$ cat src/rtl/ram_program_loader.sv
// ram_program_loader
// ------------------
// Streams a program image into the CPU RAM, optionally verifies it with a
// read-back checksum, then switches the RAM mux to run mode and releases
// the CPU reset after a fixed hold period. The load can be restarted from
// RUN or FAIL.
//
// Ports:
//   Clock, Reset      rising-edge clock, synchronous active-low reset
//   Start, Len        one-cycle load request and word count (sampled with Start)
//   InData/InValid/InReady   image word stream (valid/ready)
//   RamAddr/RamData/RamWe    RAM programming port (write is combinational on a beat)
//   RamQ              RAM read data, combinational from RamAddr
//   RunSel            RAM mux select: 0 = programming, 1 = run
//   CpuReset          active-high CPU core reset
//   Busy/Done/Error   status: LOAD/VERIFY/HOLD, RUN, FAIL
//   Checksum          sum of loaded words mod 2^DATA_W
module ram_program_loader #(
    parameter int DATA_W      = 8,
    parameter int ADDR_W      = 4,
    parameter int HOLD_CYCLES = 2,
    parameter int VERIFY      = 1
) (
    input  logic              Clock,
    input  logic              Reset,
    input  logic              Start,
    input  logic [ADDR_W:0]   Len,
    input  logic [DATA_W-1:0] InData,
    input  logic              InValid,
    output logic              InReady,
    output logic [ADDR_W-1:0] RamAddr,
    output logic [DATA_W-1:0] RamData,
    output logic              RamWe,
    input  logic [DATA_W-1:0] RamQ,
    output logic              RunSel,
    output logic              CpuReset,
    output logic              Busy,
    output logic              Done,
    output logic              Error,
    output logic [DATA_W-1:0] Checksum
);

    localparam int DEPTH = 1 << ADDR_W;
    localparam logic [ADDR_W:0] DEPTH_V = (ADDR_W + 1)'(DEPTH);
    localparam int HW = (HOLD_CYCLES > 1) ? $clog2(HOLD_CYCLES) : 1;
    localparam logic [HW-1:0] HOLD_LAST = HW'(HOLD_CYCLES - 1);

    typedef enum logic [2:0] {
        S_IDLE,
        S_LOAD,
        S_VERIFY,
        S_HOLD,
        S_RUN,
        S_FAIL
    } state_t;

    state_t            state;
    logic [ADDR_W:0]   counter;
    logic [ADDR_W:0]   len_reg;
    logic [DATA_W-1:0] checksum;
    logic [DATA_W-1:0] rb_sum;
    logic [HW-1:0]     hold_cnt;

    logic              beat;
    logic              start_ok;
    logic              at_last;
    logic [ADDR_W:0]   len_clamped;
    logic [DATA_W-1:0] rb_sum_now;

    assign beat        = InValid && (state == S_LOAD);
    // Start is only honoured when nothing is in flight, and Len = 0 means "no load".
    assign start_ok    = Start && (Len != '0) &&
                         ((state == S_IDLE) || (state == S_RUN) || (state == S_FAIL));
    assign len_clamped = (Len > DEPTH_V) ? DEPTH_V : Len;
    assign at_last     = (counter == (len_reg - (ADDR_W + 1)'(1)));
    // The final verify cycle compares against the sum including its own RamQ.
    assign rb_sum_now  = rb_sum + RamQ;

    always_ff @(posedge Clock) begin
        if (!Reset) begin
            state    <= S_IDLE;
            counter  <= '0;
            len_reg  <= '0;
            checksum <= '0;
            rb_sum   <= '0;
            hold_cnt <= '0;
        end else begin
            case (state)
                S_IDLE, S_RUN, S_FAIL: begin
                    if (start_ok) begin
                        state    <= S_LOAD;
                        counter  <= '0;
                        checksum <= '0;
                        len_reg  <= len_clamped;
                    end
                end
                S_LOAD: begin
                    if (beat) begin
                        checksum <= checksum + InData;
                        if (at_last) begin
                            counter  <= '0;
                            rb_sum   <= '0;
                            hold_cnt <= '0;
                            state    <= (VERIFY != 0) ? S_VERIFY : S_HOLD;
                        end else begin
                            counter <= counter + (ADDR_W + 1)'(1);
                        end
                    end
                end
                S_VERIFY: begin
                    rb_sum <= rb_sum_now;
                    if (at_last) begin
                        counter <= '0;
                        state   <= (rb_sum_now == checksum) ? S_HOLD : S_FAIL;
                    end else begin
                        counter <= counter + (ADDR_W + 1)'(1);
                    end
                end
                S_HOLD: begin
                    if (hold_cnt == HOLD_LAST) begin
                        hold_cnt <= '0;
                        state    <= S_RUN;
                    end else begin
                        hold_cnt <= hold_cnt + HW'(1);
                    end
                end
                default: state <= S_IDLE;
            endcase
        end
    end

    // Outputs are pure decodes of registered state, except the RAM write
    // strobe/data which follow the handshake within the beat cycle.
    assign InReady  = (state == S_LOAD);
    assign RamWe    = beat;
    assign RamData  = beat ? InData : '0;
    assign RamAddr  = ((state == S_LOAD) || (state == S_VERIFY)) ? counter[ADDR_W-1:0] : '0;
    assign RunSel   = (state == S_HOLD) || (state == S_RUN);
    assign CpuReset = (state != S_RUN);
    assign Busy     = (state == S_LOAD) || (state == S_VERIFY) || (state == S_HOLD);
    assign Done     = (state == S_RUN);
    assign Error    = (state == S_FAIL);
    assign Checksum = checksum;

endmodule

$ cat config.mk
export PLATFORM = sky130hd
export DESIGN_NAME = ram_program_loader
export DESIGN_NICKNAME = d
export VERILOG_FILES = /design/src/rtl/ram_program_loader.sv
export SDC_FILE = /design/constraint.sdc
export NUM_CORES = 1
export LEC_CHECK = 0
export ABC_AREA = 1
export CAP_MARGIN = 20
export CORE_AREA = 2 2 70 72
export DETAILED_ROUTE_END_ITERATION = 16
export DIE_AREA = 0 0 72 74
export PLACE_DENSITY = 0.89
export SLEW_MARGIN = 25
export SYNTH_ARGS = -nofsm -noshare
export SYNTH_HDL_FRONTEND = slang
export SYNTH_SLANG_ARGS = --single-unit
$ cat constraint.sdc
create_clock -name Clock -period 5.5 [get_ports Clock]
set_input_delay 1.1 -clock Clock [delete_from_list [all_inputs] [get_ports Clock]]
set_output_delay 1.1 -clock Clock [all_outputs]
set_load 0.05 [all_outputs]
==> Yosys cells after proc, flatten, opt, wreduce, memory -nomap -nowiden <==
Cells that the tools add are included.
{ "word_totals": {"ff_bits": 30, "inputBits": 25, "out_inout_bits": 27, "word_cells": 70} }
{ "op_classes": {"addsub": 5, "magnitude_cmp": 1, "eq_ne": 13, "n_mux": 24, "n_reduce_logical": 21} }
{ "op_table": {"columns": ["op", "count"], "rows": [
  ["$mux 8", 5],
  ["$pmux 8 s2", 2],
  ["$mux 5", 4],
  ["$mux 3", 6],
  ["$add 8x8->8", 2],
  ["$pmux 5 s3", 1],
  ["$pmux 3 s4", 1],
  ["$reduce_and 3->1", 4],
  ["$eq 8x8->1", 1],
  ["$eq 3x2->1 const B", 2],
  ["$eq 3x3->1 const B", 2],
  ["$ne 2x2->1 const B", 3],
  ["$reduce_bool 2->1", 3],
  ["$add 5x1->5 const B", 1],
  ["$eq 5x5->1", 1],
  ["$gt 5x5->1 const B", 1],
  ["$logic_or 1x1->1", 5],
  ["$reduce_and 5->1", 1],
  ["$reduce_bool 5->1", 1],
  ["$sub 5x1->5 const B", 1],
  ["$mux 4", 1],
  ["$ne 2x1->1 const B", 2],
  ["$eq 3x1->1 const B", 1],
  ["$logic_and 1x1->1", 3],
  ["8 further kinds", 10]
]} }

==> Longest topological paths before layout <==
Gate-level depths: netlist of run 1.
{ "depth": {"word_depth": 6, "mapped_depth": 16, "mapped_depth_nobuf": 16} }

==> Least setup slack after synthesis of run 1 <==
Ideal clock, no wire load.
{ "synth_timing": {"path_type": "input to output", "from": "input InValid", "to": "output RamData[0]", "t_arrival_ns": 2.271, "t_required_ns": 4.400, "setup_slack_ns": 2.129, "path_stages": 4, "path_buffers": 0, "cell_sequence": "inv_1 > nor2_4 > inv_2 > nor2_1"} }
{ "synth_via": {"elab_chain_cells": 2} }
{ "synth_rtl": {"columns": ["element", "line", "source"], "rows": [
  ["start, declared", "29", "input logic InValid,"],
  ["$logic_and 1x1->1", "70", "assign beat = InValid && (state == S_LOAD);"],
  ["via RamWe", "33", "output logic RamWe,"],
  ["$mux 8", "136", "assign RamData = beat ? InData : '0;"],
  ["end, declared", "32", "output logic [DATA_W-1:0] RamData,"]
]} }
The timed path passes the listed nets, and every way through them passes these cells.

==> Worst setup path after layout of run 1 <==
{ "layout_timing": {"from": "input InValid", "to": "output RamData[1]"} }
{ "layout_via": {"elab_chain_cells": 2} }
{ "layout_rtl": {"columns": ["element", "line"], "rows": [
  ["$logic_and 1x1->1", "70"],
  ["$mux 8", "136"]
]} }
Every way passes these cells.

==> results.toml, run 1 <==
[clocking]
post_cts_buffers = 0
clock_sinks = 30
clk_path_buf_depth = 2
holdBufCountCts = 0
cts_root_buffer = "clkbuf_8"
cts_tree = "done"
cts_made_buffers = 5
path_clk_slew_ns = 0.06
insertion_delay_ns = 0.28
cts_resized = 0
htree_levels = 2

[synth]
synth_most_common_cell = "nand2_1"
syn_avg_cell_area_um2 = 6.21
yosysSeqAreaShare_pct = 25.0
syn_inst = 386
synth-main-ff-cell = "dfxtp_1"
synth_top_area_share_pct = 25.0
synth_top_area_cell = "dfxtp_1"
synthXorXnorAreaFrac_pct = 4.02
synthMuxAreaShare_pct = 0
yosys.area_share.simple_pct = 35.7
syn_area_mm2 = 0.00240
synthTopCellsByArea = "dfxtp_1 25%, nand2_1 16%, a21oi_1 8.8%"
synth-seq-cells = 30
yosys.cell_types.count = 33
netlist_top_cells_count = "102 x nand2_1, 55 x inv_1, 42 x a21oi_1"
syn_nets = 429
synth_compound_area_share_pct = 14.4
yosysWarnings = 0
synth_enable_flop_cells = 0
synthArstFlopShare_pct = 0
synth-adder-area-share_pct = 10.0
synth_top_family_by_area = "simple AND/OR/NAND/NOR gates"

[min_path]
hold_start = "rb_sum[6]$_SDFFE_PN0P_"
hp-class = "reg -> reg"
min_path_cells = 2

[sta]
slew_headroom_pct = 62.6
fin_hold_ws_ns = 0.465
slew_violations = 0
hold_violations = 0
min_period_over_period_pct = 71.1
fin_ws_ns = 1.59
clock.fmax_mhz = 256
clock_skew_ns = 0.00966
setup_violations = 0
post-route-min-period_ns = 3.91
rsz0062_at_grt = "no"
tns_ns = 0
tightest_slew_ns = 0.558

[global_routing]
track_usage_pct = 23.3
grt_max_degree = 19
grt_pass1_wl_mm = 9.88
first_global_vias = 2416
antenna_found_initial = 0
gr-total-overflow = 0

[placed_design]
routabilityCongestion = 0.873
io_buffers = 51
dp_hpwl_mm = 4.61
dp_slack_ns = 1.58

[pwr]
intPower_uw = 427
p_clk_share_pct = 22.7
powerDensity_mw_per_mm2 = 238
power.share.sequential_pct = 34.9
power.leakage_nw = 1.42
swShare_pct = 40.8
vdd_drop_max_uv = 174
share_comb_of_total_power_pct = 42.4
p_sw_uw = 294
p_total_uw = 722

[routing]
dr.pass1.iters = 4
viasPerCell = 5.19
met2_length_mm = 2.91
ant_nets = 0
wl_mm = 5.77
drc = 0
wl_per_cell_um = 11.7
top_layer_used = "met4"
drt_iter0_markers = 159
routed-wl-met3_um = 313
wl_met1_mm = 2.48
vias = 2562

[critical_path]
cp-start-kind = "input pin"
r2r-start = "rb_sum[0]$_SDFFE_PN0P_"
cp.required_ns = 4.40
reg2reg_depth = 15
critPathLaunch = "InValid"
crit_type = "in -> out"
end_kind = "output port"
worstPathArrival_ns = 2.81
cp_max_fo = 10

[run_status]
status = "finished clean"

[flow_run]
cap_violations = 0

[finish]
nets = 483
drive_gt1_share_pct = 5.45
diodes = 0
area_growth_pct = 26.4
nFillCells = 432

[floorplanning]
die-area_mm2 = 0.00533
die_height_um = 74
row_count = 25
start_util_pct = 52.2
core-area_mm2 = 0.00460
io_pins = 52
dieWidth_um = 72
power groups by stage:
stage          Sequential (mW)  Clock (mW)  Combinational, mW
6_report                 0.252       0.164              0.306
5_1_grt                  0.254       0.176              0.336
4_1_cts                  0.252       0.166              0.306
3_5_place_dp             0.256           0              0.305
3_3_place_gp             0.256           0              0.299
2_1_floorplan            0.273           0              0.198
metal layers:
| layer | vias to the layer above | track usage, % |
|---|---|---|
| li1 | 1347 | - |
| met1 | 1151 | 25.8 |
| met2 | 57 | 43.7 |
| met3 | 7 | 4.47 |
| met4 | 0 | 9.43 |
| met5 | - | 0 |
logic make-up (layout without fill, tap and decap cells):
family / after synthesis / in the layout
AO/OA/AOI/OAI: 64 / 64
XOR/XNOR: 11 / 11
adder cells (fa/ha/maj): 18 / 18
buffers and inverters: 67 / 121
flip-flops: 30 / 30
AND/OR/NAND/NOR: 196 / 196
critical path, stage by stage:
cell	delay, ns
clkdlybuf4s50_1	0.48
inv_1	0.07
nor2_4	0.14
inv_2	0.11
nor2_1	0.11
clkdlybuf4s50_1	0.81
stage by stage:
step                      instances  instance area [um2]  utilization [%]
after floorplan                 386                 2400                -
after global placement          487                 2960             64.3
after detailed placement        487                 2960             64.3
after CTS                       494                 3030             66.0
after global routing            494                 3030             66.0
final                           494                 3030             66.0
cells in the final DEF, fill, tap and decap left out, types with 2 or more instances in the layout:
| cell | instances |
|---|---|
| a211oi_1 | 3 |
| a21oi_1 | 42 |
| clkbuf_1 | 2 |
| clkbuf_8 | 5 |
| clkdlybuf4s50_1 | 51 |
| dfxtp_1 | 30 |
| fa_1 | 2 |
| ha_1 | 16 |
| inv_1 | 55 |
| inv_2 | 6 |
| nand2_1 | 102 |
| nand2_4 | 3 |
| nand3_1 | 37 |
| nand3b_1 | 2 |
| nor2_1 | 41 |
| nor2_2 | 2 |
| nor2_4 | 3 |
| nor3_1 | 2 |
| o21a_1 | 2 |
| o21ai_0 | 7 |
| o21ai_1 | 6 |
| xnor2_1 | 7 |
| xor2_1 | 4 |
worst paths after layout:
| check | endpoint | slack (ns) |
|---|---|---|
| setup / recovery | RamData[1] | 1.59 |
| hold / removal | rb_sum[6]$_SDFFE_PN0P_ | 0.47 |
| setup reg to reg | state[1]$_SDFFE_PN0P_ | 3.35 |
| hold reg to reg | rb_sum[6]$_SDFFE_PN0P_ | 0.47 |
cell type report:
cell class                      instances  area (um2)  share of cell area [%]
Multi-Input combinational cell        289        1540                    50.7
Timing Repair Buffer                   51         510                    16.8
Inverter                               63         239                    7.88
Sequential cell                        30         601                    19.8
Tap cell                               54        67.6                    2.23
Clock buffer                            7        76.3                    2.52
(Power assumes the default switching activity.)
==> run 2, diff against run 1 <==
- CORE_AREA: 2 2 70 72 -> 2 2 72 74
- DIE_AREA: 0 0 72 74 -> 0 0 74 76
- PLACE_DENSITY: 0.89 -> 0.85
- clock period: 5.5 -> 3.85 ns (I/O delays scaled with it)
==> run 2 against run 1 <==
Combinational power is 43% higher; clock skew is 0.0061 ns lower; clock power is 66% higher; largest power group unchanged; flip-flop and latch count is the same; highest routed layer unchanged; sequential power is 42% higher; critical endpoint is now RamData[4]; first-iteration DRC count is 1.9% lower.
==> results.toml, run 2 (synthesis results as in run 1) <==
[run_status]
status = "finished clean"

[floorplanning]
start_util_pct = 48.8
die-area_mm2 = 0.00562
row_count = 26
io_pins = 52
die_height_um = 76
core-area_mm2 = 0.00491
dieWidth_um = 74

[critical_path]
cp-start-kind = "input pin"
crit_type = "in -> out"
cp_slowest_cell = "clkdlybuf4s50_1"
crit_top_cell = "clkdlybuf4s50_1"
path_buf_inv = 4
path_cells = "clkdlybuf4s50_1 -> inv_1 -> nor2_4 -> inv_2 -> nor2_1 -> clkdlybuf4s50_1"
crit_family = "buffers and inverters"
cp.required_ns = 3.08
regToRegSetupSlack_ns = 1.70
worstPathArrival_ns = 2.50
slowest_delay_ns = 0.81
end_kind = "output port"
cp_max_fo = 10

[global_routing]
gr-total-overflow = 0
track_usage_pct = 22.5
grt_max_degree = 19
first_global_vias = 2391
grt_pass1_wl_mm = 10.2
antenna_found_initial = 0

[pwr]
p_total_mw = 1.07
powerDensity_mw_per_mm2 = 349
vdd_drop_max_uv = 214
power.leakage_nw = 1.43

[clocking]
htree_levels = 2
insertion_delay_ns = 0.29
clock_sinks = 30
post_cts_buffers = 0
cts_made_buffers = 5
holdBufCountCts = 0
clk_path_buf_depth = 2
cts_resized = 0
path_clk_slew_ns = 0.07
cts_root_buffer = "clkbuf_8"
cts_tree = "done"

[placed_design]
io_buffers = 51
dp_slack_ns = 0.578
routabilityCongestion = 0.878
dp_hpwl_mm = 4.63

[sta]
tightest_slew_ns = 0.562
hold_violations = 0
min_period_over_period_pct = 84.8
slew_headroom_pct = 62.3
clock_skew_ns = 0.00355
slew_violations = 0
fin_ws_ns = 0.585
rsz0062_at_grt = "no"
setup_violations = 0
post-route-min-period_ns = 3.27
tns_ns = 0
clock.fmax_mhz = 306

[routing]
wl_mm = 6.03
ant_nets = 0
viasPerCell = 5.03
dr.pass1.iters = 4
wl_per_cell_um = 11.8
drc = 0
drt_iter0_markers = 156
vias = 2569

[min_path]
hp-class = "reg -> reg"

[finish]
final_common_cell = "nand2_1"
drive_gt1_share_pct = 5.90
area_growth_pct = 27.9
nets = 483
postLayoutCoreUtil_pct = 62.5
diodes = 0
final_cell_mix = "102 x nand2_1, 55 x inv_1, 51 x clkdlybuf4s50_1"
nFillCells = 458

[flow_run]
cap_violations = 0
## run 2: cell types whose count changed in the layout (fill, tap and decap cells not counted), sizes merged
cell / previous run / this run
clkinv: 1 / 2
## run 2: cell type report
class / count / area [um2] / share of cell area, %
clock buffers: 7 / 86.3 / 2.81
multi-input cells: 289 / 1540 / 50.2
inverters: 63 / 239 / 7.79
clock inverters: 1 / 5.00 / 0.163
flip-flops and latches: 30 / 601 / 19.6
repair buffers: 51 / 510 / 16.6
well taps: 70 / 87.6 / 2.85
## run 2: metal layers
metal / global-route usage (%) / vias up / part of all wire (%)
met3: 5.16 / 14 / 4.4
met2: 39.9 / 55 / 51
li1: - / 1349 / -
met5: 0 / - / 0
met4: 5.45 / 0 / 1.8
met1: 26.9 / 1151 / 42
## run 2: worst paths after layout
kind / from / to / cells after the start
worst max-delay path: InValid / RamData[4] / 6
worst min-delay path: rb_sum[2]$_SDFFE_PN0P_ / rb_sum[2]$_SDFFE_PN0P_ / 2
worst max register to register: rb_sum[0]$_SDFFE_PN0P_ / state[1]$_SDFFE_PN0P_ / 15
worst min register to register: rb_sum[2]$_SDFFE_PN0P_ / rb_sum[2]$_SDFFE_PN0P_ / 2
## run 2: per-stage QoR
step / hold WS, ns / std cells / instance area, um2
after global routing: 0.494 / 511 / 3070
after global placement: 0.453 / 503 / 2980
after floorplan: 0.445 / 386 / 2400
after CTS: 0.467 / 511 / 3070
final: 0.467 / 511 / 3070
after detailed placement: 0.459 / 503 / 2980
## run 2: report_power, final
part	switching [mW]	internal, mW	leakage [nW]
registers	0.0265	0.333	0.244
logic	0.285	0.154	1.13
clock network	0.128	0.144	0.0482
## run 2: worst reg2reg max path, stage by stage, from the launching register on
cell,delay (ns)
dfxtp_1,0.32
ha_1,0.22
fa_1,0.43
nand2_1,0.18
nand2_1,0.08
nand3_1,0.10
nand2_1,0.06
nand2_1,0.08
nand2_1,0.06
nand2_1,0.06
nand2_1,0.06
nor2_1,0.11
nand2_1,0.08
nand2_1,0.06
nand2_1,0.05
a21oi_1,0.12
